`src/rtl/idu_pkg.sv`:
```
// idu_pkg: shared definitions for the RV32I decode stage.
//   - opcode constants for every recognised instruction class
//   - bit positions inside the one-hot instruction-type vector {J,U,B,S,I,R}
//   - id_pkt_t, the decoded packet held in the output register
package idu_pkg;

  localparam logic [6:0] OPC_R     = 7'b0110011;
  localparam logic [6:0] OPC_LOAD  = 7'b0000011;
  localparam logic [6:0] OPC_OPIMM = 7'b0010011;
  localparam logic [6:0] OPC_JALR  = 7'b1100111;
  localparam logic [6:0] OPC_S     = 7'b0100011;
  localparam logic [6:0] OPC_B     = 7'b1100011;
  localparam logic [6:0] OPC_LUI   = 7'b0110111;
  localparam logic [6:0] OPC_AUIPC = 7'b0010111;
  localparam logic [6:0] OPC_J     = 7'b1101111;

  localparam int unsigned T_R = 0;
  localparam int unsigned T_I = 1;
  localparam int unsigned T_S = 2;
  localparam int unsigned T_B = 3;
  localparam int unsigned T_U = 4;
  localparam int unsigned T_J = 5;

  // Packet PC field is sized for the widest supported PC; PC_W <= 32.
  localparam int unsigned PKT_PC_W = 32;

  typedef struct packed {
    logic [PKT_PC_W-1:0] pc;
    logic [4:0]          rs1;
    logic [4:0]          rs2;
    logic [4:0]          rd;
    logic [6:0]          op;
    logic [2:0]          funct3;
    logic [6:0]          funct7;
    logic [5:0]          instr_type;
    logic [31:0]         imm;
    logic                illegal;
  } id_pkt_t;

endpackage

```
`src/rtl/idu_pipe_if.sv`:
```
// idu_pipe_if: fetch-side and execute-side handshakes of the decode stage.
//   Fetch  : if_valid_i, if_ready_o, if_instr_i[31:0], if_pc_i[PC_W-1:0]
//   Execute: id_valid_o, id_ready_i, id_pc_o, rs1_o, rs2_o, rd_o, op_o,
//            funct3_o, funct7_o, instr_type_o, instr_imm_o, illegal_o
//   modport slave  : the decode stage
//   modport master : the surrounding pipeline (fetch + execute)
interface idu_pipe_if #(
  parameter int unsigned PC_W = 32
);
  logic            if_valid_i;
  logic            if_ready_o;
  logic [31:0]     if_instr_i;
  logic [PC_W-1:0] if_pc_i;

  logic            id_valid_o;
  logic            id_ready_i;
  logic [PC_W-1:0] id_pc_o;
  logic [4:0]      rs1_o;
  logic [4:0]      rs2_o;
  logic [4:0]      rd_o;
  logic [6:0]      op_o;
  logic [2:0]      funct3_o;
  logic [6:0]      funct7_o;
  logic [5:0]      instr_type_o;
  logic [31:0]     instr_imm_o;
  logic            illegal_o;

  modport slave (
    input  if_valid_i, if_instr_i, if_pc_i, id_ready_i,
    output if_ready_o, id_valid_o, id_pc_o, rs1_o, rs2_o, rd_o, op_o,
           funct3_o, funct7_o, instr_type_o, instr_imm_o, illegal_o
  );

  modport master (
    output if_valid_i, if_instr_i, if_pc_i, id_ready_i,
    input  if_ready_o, id_valid_o, id_pc_o, rs1_o, rs2_o, rd_o, op_o,
           funct3_o, funct7_o, instr_type_o, instr_imm_o, illegal_o
  );
endinterface

```
`src/rtl/idu_dec.sv`:
```
// idu_dec: combinational RV32I field/immediate decoder.
//   instr_i : raw 32-bit instruction
//   pkt_o   : decoded fields (pc field left zero; the caller fills it)
// Optional macro IDU_ILLEGAL_CHK_EN enables the illegal-instruction check;
// without it pkt_o.illegal is constant 0.
module idu_dec
  import idu_pkg::*;
(
  input  logic [31:0] instr_i,
  output id_pkt_t     pkt_o
);

  always_comb begin
    pkt_o        = '0;
    pkt_o.rs1    = instr_i[19:15];
    pkt_o.rs2    = instr_i[24:20];
    pkt_o.rd     = instr_i[11:7];
    pkt_o.op     = instr_i[6:0];
    pkt_o.funct3 = instr_i[14:12];
    pkt_o.funct7 = instr_i[31:25];

    case (instr_i[6:0])
      OPC_R: pkt_o.instr_type[T_R] = 1'b1;
      OPC_LOAD, OPC_OPIMM, OPC_JALR: begin
        pkt_o.instr_type[T_I] = 1'b1;
        pkt_o.imm = {{20{instr_i[31]}}, instr_i[31:20]};
      end
      OPC_S: begin
        pkt_o.instr_type[T_S] = 1'b1;
        pkt_o.imm = {{20{instr_i[31]}}, instr_i[31:25], instr_i[11:7]};
      end
      OPC_B: begin
        pkt_o.instr_type[T_B] = 1'b1;
        pkt_o.imm = {{19{instr_i[31]}}, instr_i[31], instr_i[7],
                     instr_i[30:25], instr_i[11:8], 1'b0};
      end
      OPC_LUI, OPC_AUIPC: begin
        pkt_o.instr_type[T_U] = 1'b1;
        pkt_o.imm = {instr_i[31:12], 12'h000};
      end
      OPC_J: begin
        pkt_o.instr_type[T_J] = 1'b1;
        pkt_o.imm = {{11{instr_i[31]}}, instr_i[31], instr_i[19:12],
                     instr_i[20], instr_i[30:21], 1'b0};
      end
      default: ;
    endcase

`ifdef IDU_ILLEGAL_CHK_EN
    // Unknown opcodes (FENCE/SYSTEM included) leave instr_type all-zero.
    if (instr_i[1:0] != 2'b11 || pkt_o.instr_type == '0)
      pkt_o.illegal = 1'b1;
    if (pkt_o.instr_type[T_R]) begin
      if (instr_i[31:25] != 7'b0000000 && instr_i[31:25] != 7'b0100000)
        pkt_o.illegal = 1'b1;
      if (instr_i[31:25] == 7'b0100000 &&
          instr_i[14:12] != 3'b000 && instr_i[14:12] != 3'b101)
        pkt_o.illegal = 1'b1;
    end
    if (pkt_o.instr_type[T_B] &&
        (instr_i[14:12] == 3'b010 || instr_i[14:12] == 3'b011))
      pkt_o.illegal = 1'b1;
`endif
  end

endmodule

```
`src/rtl/idu_pipe.sv`:
```
// idu_pipe: pipelined RV32I decode stage.
//   clk_i, rst_ni (async active-low), flush_i (synchronous flush)
//   bus     : idu_pipe_if.slave -- fetch handshake in, decode packet out
//   count_o : instruction buffer occupancy
// A DEPTH-entry instruction buffer feeds idu_dec on its head entry; the
// decoded packet is registered into the output stage, giving DEPTH+1
// instructions in flight. Optional macro IDU_ILLEGAL_CHK_EN (in idu_dec)
// drives illegal_o.
module idu_pipe
  import idu_pkg::*;
#(
  parameter int unsigned DEPTH = 4,
  parameter int unsigned PC_W  = 32
)(
  input  logic                       clk_i,
  input  logic                       rst_ni,
  input  logic                       flush_i,
  idu_pipe_if.slave                  bus,
  output logic [$clog2(DEPTH+1)-1:0] count_o
);

  localparam int unsigned PTR_W = $clog2(DEPTH);
  localparam int unsigned CNT_W = $clog2(DEPTH + 1);

  logic [31:0]     instr_mem [DEPTH];
  logic [PC_W-1:0] pc_mem    [DEPTH];

  logic [PTR_W-1:0] wr_ptr_q;
  logic [PTR_W-1:0] rd_ptr_q;
  logic [CNT_W-1:0] count_q;
  logic             out_valid_q;
  id_pkt_t          out_pkt_q;
  id_pkt_t          dec_pkt;
  id_pkt_t          head_pkt;
  logic             push;
  logic             pop;

  // Ready depends only on registered occupancy, so a pop never raises it
  // in the same cycle and id_ready_i has no combinational path to it.
  assign bus.if_ready_o = rst_ni & (count_q < CNT_W'(DEPTH));
  assign push = bus.if_valid_i & bus.if_ready_o;
  assign pop  = (count_q != '0) & (~out_valid_q | bus.id_ready_i);

  always_ff @(posedge clk_i) begin
    if (push && !flush_i) begin
      instr_mem[wr_ptr_q] <= bus.if_instr_i;
      pc_mem[wr_ptr_q]    <= bus.if_pc_i;
    end
  end

  idu_dec u_dec (
    .instr_i (instr_mem[rd_ptr_q]),
    .pkt_o   (dec_pkt)
  );

  always_comb begin
    head_pkt    = dec_pkt;
    head_pkt.pc = PKT_PC_W'(pc_mem[rd_ptr_q]);
  end

  always_ff @(posedge clk_i or negedge rst_ni) begin
    if (!rst_ni) begin
      wr_ptr_q    <= '0;
      rd_ptr_q    <= '0;
      count_q     <= '0;
      out_valid_q <= 1'b0;
      out_pkt_q   <= '0;
    end else if (flush_i) begin
      wr_ptr_q    <= '0;
      rd_ptr_q    <= '0;
      count_q     <= '0;
      out_valid_q <= 1'b0;
    end else begin
      if (push) wr_ptr_q <= wr_ptr_q + PTR_W'(1);
      if (pop)  rd_ptr_q <= rd_ptr_q + PTR_W'(1);
      case ({push, pop})
        2'b10:   count_q <= count_q + CNT_W'(1);
        2'b01:   count_q <= count_q - CNT_W'(1);
        default: ;
      endcase
      if (pop) begin
        out_valid_q <= 1'b1;
        out_pkt_q   <= head_pkt;
      end else if (bus.id_ready_i) begin
        out_valid_q <= 1'b0;
      end
    end
  end

  assign count_o          = count_q;
  assign bus.id_valid_o   = out_valid_q;
  assign bus.id_pc_o      = out_pkt_q.pc[PC_W-1:0];
  assign bus.rs1_o        = out_pkt_q.rs1;
  assign bus.rs2_o        = out_pkt_q.rs2;
  assign bus.rd_o         = out_pkt_q.rd;
  assign bus.op_o         = out_pkt_q.op;
  assign bus.funct3_o     = out_pkt_q.funct3;
  assign bus.funct7_o     = out_pkt_q.funct7;
  assign bus.instr_type_o = out_pkt_q.instr_type;
  assign bus.instr_imm_o  = out_pkt_q.imm;
  assign bus.illegal_o    = out_pkt_q.illegal;

endmodule
```
`src/flat_wrapper.sv`:
```
// flat-port wrapper written by rule: the top's interface ports become plain ports
module idu_pipe_flat import idu_pkg::*;
#(
  parameter int unsigned DEPTH = 4,
  parameter int unsigned PC_W  = 32
)
  (clk_i, rst_ni, flush_i, count_o, bus_if_valid_i, bus_if_instr_i, bus_if_pc_i, bus_id_ready_i, bus_if_ready_o, bus_id_valid_o, bus_id_pc_o, bus_rs1_o, bus_rs2_o, bus_rd_o, bus_op_o, bus_funct3_o, bus_funct7_o, bus_instr_type_o, bus_instr_imm_o, bus_illegal_o);
  idu_pipe_if #(.PC_W(PC_W)) bus_i ();
  input  logic clk_i;
  input  logic rst_ni;
  input  logic flush_i;
  output logic [$clog2(DEPTH+1)-1:0] count_o;
  input wire logic [$bits(bus_i.if_valid_i)-1:0] bus_if_valid_i;
  input wire logic [$bits(bus_i.if_instr_i)-1:0] bus_if_instr_i;
  input wire logic [$bits(bus_i.if_pc_i)-1:0] bus_if_pc_i;
  input wire logic [$bits(bus_i.id_ready_i)-1:0] bus_id_ready_i;
  output wire logic [$bits(bus_i.if_ready_o)-1:0] bus_if_ready_o;
  output wire logic [$bits(bus_i.id_valid_o)-1:0] bus_id_valid_o;
  output wire logic [$bits(bus_i.id_pc_o)-1:0] bus_id_pc_o;
  output wire logic [$bits(bus_i.rs1_o)-1:0] bus_rs1_o;
  output wire logic [$bits(bus_i.rs2_o)-1:0] bus_rs2_o;
  output wire logic [$bits(bus_i.rd_o)-1:0] bus_rd_o;
  output wire logic [$bits(bus_i.op_o)-1:0] bus_op_o;
  output wire logic [$bits(bus_i.funct3_o)-1:0] bus_funct3_o;
  output wire logic [$bits(bus_i.funct7_o)-1:0] bus_funct7_o;
  output wire logic [$bits(bus_i.instr_type_o)-1:0] bus_instr_type_o;
  output wire logic [$bits(bus_i.instr_imm_o)-1:0] bus_instr_imm_o;
  output wire logic [$bits(bus_i.illegal_o)-1:0] bus_illegal_o;
  assign bus_i.if_valid_i = bus_if_valid_i;
  assign bus_i.if_instr_i = bus_if_instr_i;
  assign bus_i.if_pc_i = bus_if_pc_i;
  assign bus_i.id_ready_i = bus_id_ready_i;
  assign bus_if_ready_o = bus_i.if_ready_o;
  assign bus_id_valid_o = bus_i.id_valid_o;
  assign bus_id_pc_o = bus_i.id_pc_o;
  assign bus_rs1_o = bus_i.rs1_o;
  assign bus_rs2_o = bus_i.rs2_o;
  assign bus_rd_o = bus_i.rd_o;
  assign bus_op_o = bus_i.op_o;
  assign bus_funct3_o = bus_i.funct3_o;
  assign bus_funct7_o = bus_i.funct7_o;
  assign bus_instr_type_o = bus_i.instr_type_o;
  assign bus_instr_imm_o = bus_i.instr_imm_o;
  assign bus_illegal_o = bus_i.illegal_o;
  idu_pipe #(.DEPTH(DEPTH), .PC_W(PC_W)) u_core (.clk_i(clk_i), .rst_ni(rst_ni), .flush_i(flush_i), .bus(bus_i), .count_o(count_o));
endmodule
```
`config.mk`:
```
export PLATFORM = sky130hd
export DESIGN_NAME = idu_pipe_flat
export DESIGN_NICKNAME = d
export VERILOG_FILES = /design/src/rtl/idu_pkg.sv /design/src/rtl/idu_pipe_if.sv /design/src/rtl/idu_dec.sv /design/src/rtl/idu_pipe.sv /design/src/flat_wrapper.sv
export SDC_FILE = /design/constraint.sdc
export NUM_CORES = 1
export LEC_CHECK = 0
export ABC_AREA = 1
export CAP_MARGIN = 0
export CORE_UTILIZATION = 55
export CTS_CLUSTER_DIAMETER = 40
export CTS_CLUSTER_SIZE = 24
export DETAILED_ROUTE_END_ITERATION = 12
export PLACE_DENSITY_LB_ADDON = 0.1
export SLEW_MARGIN = 20
export SYNTH_ARGS = -nofsm -noshare
export SYNTH_HDL_FRONTEND = slang
export SYNTH_SLANG_ARGS = --single-unit
```
`constraint.sdc`:
```
create_clock -name clk_i -period 4.95 [get_ports clk_i]
set_input_delay 0.99 -clock clk_i [delete_from_list [all_inputs] [get_ports clk_i]]
set_output_delay 0.99 -clock clk_i [all_outputs]
set_load 0.01 [all_outputs]
```
---- After elaboration in Yosys (flattened, before gate mapping) ----
Memories as Yosys holds them, arrays and structs flattened. A register that Yosys moved wholly into a read port is not among the register bits.
Index checks and enable logic that the tools add are counted.
Widths: inputs -> output; s select.
operators by class
  add/subtract/negate cells ............... 4
  multiply operators ...................... 0
  divide/modulo/power cells ............... 0
  order comparisons ....................... 1
  equal/unequal tests ..................... 11
  shift operators ......................... 0
  mux-type cells .......................... 18
  bitwise operators ....................... 6
  reductions and logical operators ........ 11
operators with widths
  kind                 number
  $pmux 32 s5          1
  $eq 7x6->1 const B   3
  $eq 7x7->1 const B   3
  $eq 7x5->1 const B   2
  $mux 1               11
  $reduce_bool 3->1    3
  $mux 2               4
  $eq 7x2->1 const B   1
  $pmux 3 s2           1
  $add 2x1->2 const B  2
  $reduce_bool 2->1    2
  $add 3x1->3 const B  1
  $and 1x1->1          3
  $lt 3x3->1 const B   1
  $mux 3               1
  $reduce_or 3->1      1
  $sub 3x1->3 const B  1
  $eq 2x1->1 const B   1
  $eq 2x2->1 const B   1
  $logic_not 1->1      2
  $not 1->1            2
  $reduce_and 2->1     1
  $reduce_or 2->1      1
  $logic_and 1x1->1    1
  $or 1x1->1           1
word-level totals
  register bits ........................... 78
  bits in latches ......................... 0
  RAM bits ................................ 256
  memory bits (read-only) ................. 0
  input port bits ......................... 69
  word-level logic and storage cells ...... 65
  memories ................................ 2
memories
  name              words  bits a word  read ports  clocked after memory_dff  write ports  line            text
  u_core.instr_mem  4      32           1           0                         1            idu_pipe.sv:25  logic [31:0] instr_mem [DEPTH];
  u_core.pc_mem     4      32           1           1                         1            idu_pipe.sv:26  logic [PC_W-1:0] pc_mem [DEPTH];

---- Longest topological paths before layout ----
  word-level depth ........................ 6
  depth in mapped cells ................... 15
  depth with buffers taken out ............ 13

---- By module ----
From an unflattened synthesis, not the netlist that was laid out.
unflattened totals
  cells, all modules ...................... 1358
  area, all modules ....................... 15087.0 um^2
by module, submodules not included
  module    instances  cells an instance  area an instance (um^2)  sequential area each (um^2)
  idu_pipe  1          1125               13827.0                  10465.0
  idu_dec   1          233                1260.0                   0.0

---- Least setup slack after synthesis ----
OpenSTA, ideal clock, no wires.
  path type ............................... input-to-reg
  from .................................... input rst_ni
  to ...................................... memory u_core.instr_mem[0][0] (enable)
  arrival ................................. 4.286 ns
  data required time ...................... 4.464 ns
  path slack .............................. 0.178 ns
  stages .................................. 6
  path buffers ............................ 0
  cell sequence ........................... inv_1 nor2_1 nand2_1 nor2_1 inv_1 nor2_1
between the ends
  word-level cells in the longest chain between the ends .. 5
ends and longest elaborated chain
  item                          line                text
  start: declaration            flat_wrapper.sv:10  input logic rst_ni;
  $and 1x1->1                   idu_pipe.sv:40      assign bus.if_ready_o = rst_ni & (count_q < CNT_W'(DEPTH));
  named net bus_if_ready_o      flat_wrapper.sv:17  output wire logic [$bits(bus_i.if_ready_o)-1:0] bus_if_ready_o;
  $and 1x1->1                   idu_pipe.sv:41      assign push = bus.if_valid_i & bus.if_ready_o;
  $logic_and 1x1->1             idu_pipe.sv:45      if (push && !flush_i) begin
  $mux 1                        idu_pipe.sv:45
  $mux 1 (implied by the code)  idu_pipe.sv:46      instr_mem[wr_ptr_q] <= bus.if_instr_i;
  end: declaration              idu_pipe.sv:25
The timed path passes the listed nets, and every way through them passes these cells.

---- Worst setup path after layout ----
  from .................................... register u_core.rd_ptr_q[0]
  to ...................................... register u_core.out_pkt_q (netlist bit u_core.bus.instr_imm_o[23])
between the ends
  word-level cells in the longest chain between the ends .. 4
ends and longest elaborated chain
  item                                                       line            text
  start: declaration                                         idu_pipe.sv:29  logic [PTR_W-1:0] rd_ptr_q;
  start signal: assignment                                   idu_pipe.sv:75  if (pop) rd_ptr_q <= rd_ptr_q + PTR_W'(1);
  $mem_v2 4x32 *                                             -
  $eq 7x2->1 (tied with other cells)                         idu_dec.sv:22   case (instr_i[6:0])
  $reduce_or 3->1 / $reduce_or 2->1 (equally long branches)  idu_dec.sv:22
  $pmux 32 s5 *                                              idu_dec.sv:22
  end signal: assignment                                     idu_pipe.sv:83  out_pkt_q <= head_pkt;
  end: declaration                                           idu_pipe.sv:32  id_pkt_t out_pkt_q;
Mark *: on every way between the ends. The rest lies on a longest branch, timed or not.
A chain may end at the register's enable or synchronous reset.

==> run_results.csv <==
group,metric,value,unit
run_status,status,"finished, final reports clean",
synthesis,yosys.area.top_type,"edfxtp_1",
synthesis,syn_inst,1262,
clock_network,clk_latency,0.53,ns
run,drv_cap,0,
clock_network,ctsResizeCount,0,
critical_path,critPathArrivalTime,3.96,ns
power_and_ir_drop,power_density,559,mW/mm^2
synthesis,synth_ff_type,"edfxtp_1",
clock_network,clock_sinks,366,
sta,hold-worst-slack,0.431,ns
synthesis,yosysWarnings,0,
synthesis,synth-edff-count,256,
floorplan,core-area,0.0254,mm^2
floorplan,io_pins,177,
routing,wirelength,31800,um
routing,initialDrtViolationCount,1006,
finish,instances_no_fill,1789,
critical_path,worstPathMaxFanout,67,
clock_network,cts_made_buffers,40,
routing,post_drt_wl_per_cell,17.8,um
power_and_ir_drop,clockPowerShare,0.302,
floorplan,initial_utilization,0.565,
sta,hold_viol_final,0,
sta,period_minus_slack,3.49,ns
synthesis,syn_nets,1336,
sta,finalCritPeriodShare,0.706,
clock_network,root_buffer,"clkbuf_16",
routing,drtAntennaViolNets,0,
global_route,grt_pass1_wl,50600,um
critical_path,crit_type,"reg2reg",
sta,setup_violations,0,
finish,layout-drive-gt1-share,0.0749,
finish,nNetsFinal,1498,
power_and_ir_drop,vdd_drop_max,335,uV
sta,worst_pin_slew,1.07,ns
synthesis,yosys-top-cells-count,"396 x nand2_1, 256 x edfxtp_1, 122 x o21ai_0",
global_route,gr-total-overflow,0,
global_route,grt_pass1_vias,9551,
clock_network,ctsHoldBuffers,0,
placement,place.gp.congestion,0.845,
synthesis,yosys-top-cells-area,"edfxtp_1 54%, dfrtp_1 19%, nand2_1 10%",
synthesis,ys_seq_area_frac,0.727,
synthesis,syn_area_per_cell,11.4,um^2
power_and_ir_drop,p_int,6600,uW
power_and_ir_drop,p_sw_frac,0.337,
placement,io_buffers,175,
finish,areaGrowthSynthToFinish,23.9,%
critical_path,worst_ep_required_time,5.42,ns
placement,placed_area,0.0164,mm^2
global_route,grt_max_degree,92,
sta,max_freq,0.286,GHz
sta,setup_tns,0,ns
clock_network,htreeDepth,2,
clock_network,cts_buffer_depth,3,
floorplan,fp.dieH,164,um
synthesis,netlist_area,0.0144,mm^2
routing,num_vias,9628,
floorplan,die_w,164,um
floorplan,rows,58,
placement,dp_cells,1712,
power_and_ir_drop,leakagePower,0.00720,uW
power_and_ir_drop,power_switching,3350,uW
clock_network,post-cts-setup-buffers,0,
global_route,track_usage,0.245,
synthesis,ys_types,31,
synthesis,synth.most_common_cell,"nand2_1",
routing,drc,0,
routing,viasPerCell,5.38,
synthesis,synthArstFlopShare,0.301,
sta,fin_skew,0.0284,ns
sta,drv_slew,0,
power_and_ir_drop,pwr-share-comb,0.295,
routing,firstDrtPassIters,6,
global_route,antenna_found_initial,3,
placement,hpwl,19000,um
critical_path,end_kind,"flip-flop",
clock_network,clk_pin_slew,0.07,ns
critical_path,setup.worst_path.start_class,"flip-flop",
sta,rsz0062_at_grt,"false",
power_and_ir_drop,seqPwrFrac,0.402,
finish,design_area,0.0178,mm^2
clock_network,cts_tree,"built",
sta,slew_headroom,0.289,
worst_hold_path,hp-class,"in2async",
floorplan,die-area,0.0268,mm^2
synthesis,yosys.area.top_type_share,0.535,
synthesis,synth-seq-cells,366,
[power groups by stage]
stage / sequential [uW] / clock (uW) / combinational (uW)
2_1_floorplan: 4110 / 0 / 1570
3_3_place_gp: 4060 / 0 / 2870
3_5_place_dp: 4060 / 0 / 2940
4_1_cts: 4000 / 3060 / 2960
5_1_grt: 4050 / 3180 / 3270
6_report: 4000 / 3010 / 2940
[layer usage]
layer / wire [um] / global-route usage
met1: 13600 / 0.330
met2: 15600 / 0.412
met3: 2150 / 0.0452
met4: 457 / 0.0665
met5: 13 / 0
[worst max-delay path, cell delays in order (launching register included)]
cell and delay [ns]:
dfrtp_4 0.72, inv_4 0.59, buf_4 0.63, o21ai_0 0.16
o22ai_1 0.39, nand3_1 0.45, nand2_1 0.17, inv_1 0.05
nand2_1 0.07, nand2_1 0.06, nand2_1 0.09
[path summary, 6_finish.rpt]
kind	slack, ns	cells past startpoint	endpoint	from
worst max register to register	1.46	10	u_core.bus.instr_imm_o[23]	u_core.rd_ptr_q[0]
min in group clk_i	0.48	2	u_core.bus.op_o[1]	u_core.bus.op_o[1]
worst min-delay path	0.43	1	u_core.bus.funct3_o[0]	rst_ni
worst max-delay path	1.46	10	u_core.bus.instr_imm_o[23]	u_core.rd_ptr_q[0]
worst min register to register	0.48	2	u_core.bus.op_o[1]	u_core.bus.op_o[1]
max in group asynchronous	3.15	2	u_core.bus.id_pc_o[3]	rst_ni
[state kept, by name (all words and copies together) (netlist names), 5 cells and up]
signal / flops
u_core.pc_mem: 128
u_core.bus.op_o: 7
u_core.instr_mem: 128
u_core.bus.id_pc_o: 32
u_core.bus.instr_imm_o: 32
u_core.bus.instr_type_o: 6
u_core.bus.rs2_o: 5
u_core.bus.funct7_o: 7
u_core.bus.rs1_o: 5
u_core.bus.rd_o: 5
[cells in the final DEF, fill, tap and decap left out, types with 5 or more instances in the layout]
cell type        instances
edfxtp_1               256
clkbuf_16               42
o22ai_1                 52
nand2_1                396
dfrtp_1                108
nor2_4                   7
a22oi_1                  5
nor2_1                 114
buf_4                   13
inv_1                   45
clkinv_8                 5
clkdlybuf4s50_1        174
o21ai_0                122
nand3_1                 50
inv_6                    8
clkinvlp_4               5
a21oi_1                 11
nand2_2                  6
[layout make-up]
cell class,instances,area [um^2]
Clock inverter,28,310
Multi-Input combinational cell,779,3470
Inverter,48,184
Sequential cell,366,10400
Clock buffer,46,1080
Antenna cell,3,7.51
Timing Repair Buffer,189,1880
Tap cell,330,413
Fill cell,1820,7610
[through the flow]
stage          total power [uW]   util  setup slack, ns
2_1_floorplan              5680      -            0.178
3_3_place_gp               6930  0.646             1.44
3_5_place_dp               7000  0.646             1.40
4_1_cts                   10000  0.700             1.47
5_1_grt                   10500  0.700             1.11
6_report                   9950  0.700             1.46
[cells by family (layout without fill, tap and decap cells)]
kind of cell             count (synthesis)  in the layout  share of synthesized area
AO/OA/AOI/OAI                          192            192                     0.0729
AND/OR/NAND/NOR                        580            580                      0.161
buffers and inverters                  117            311                     0.0334
XOR/XNOR                                 1              1                   0.000610
other                                    1              4                   0.000261
flip-flops                             366            366                      0.727
adder cells (fa/ha/maj)                  5              5                    0.00488
No activity file was read; power rests on OpenSTA's default activity.
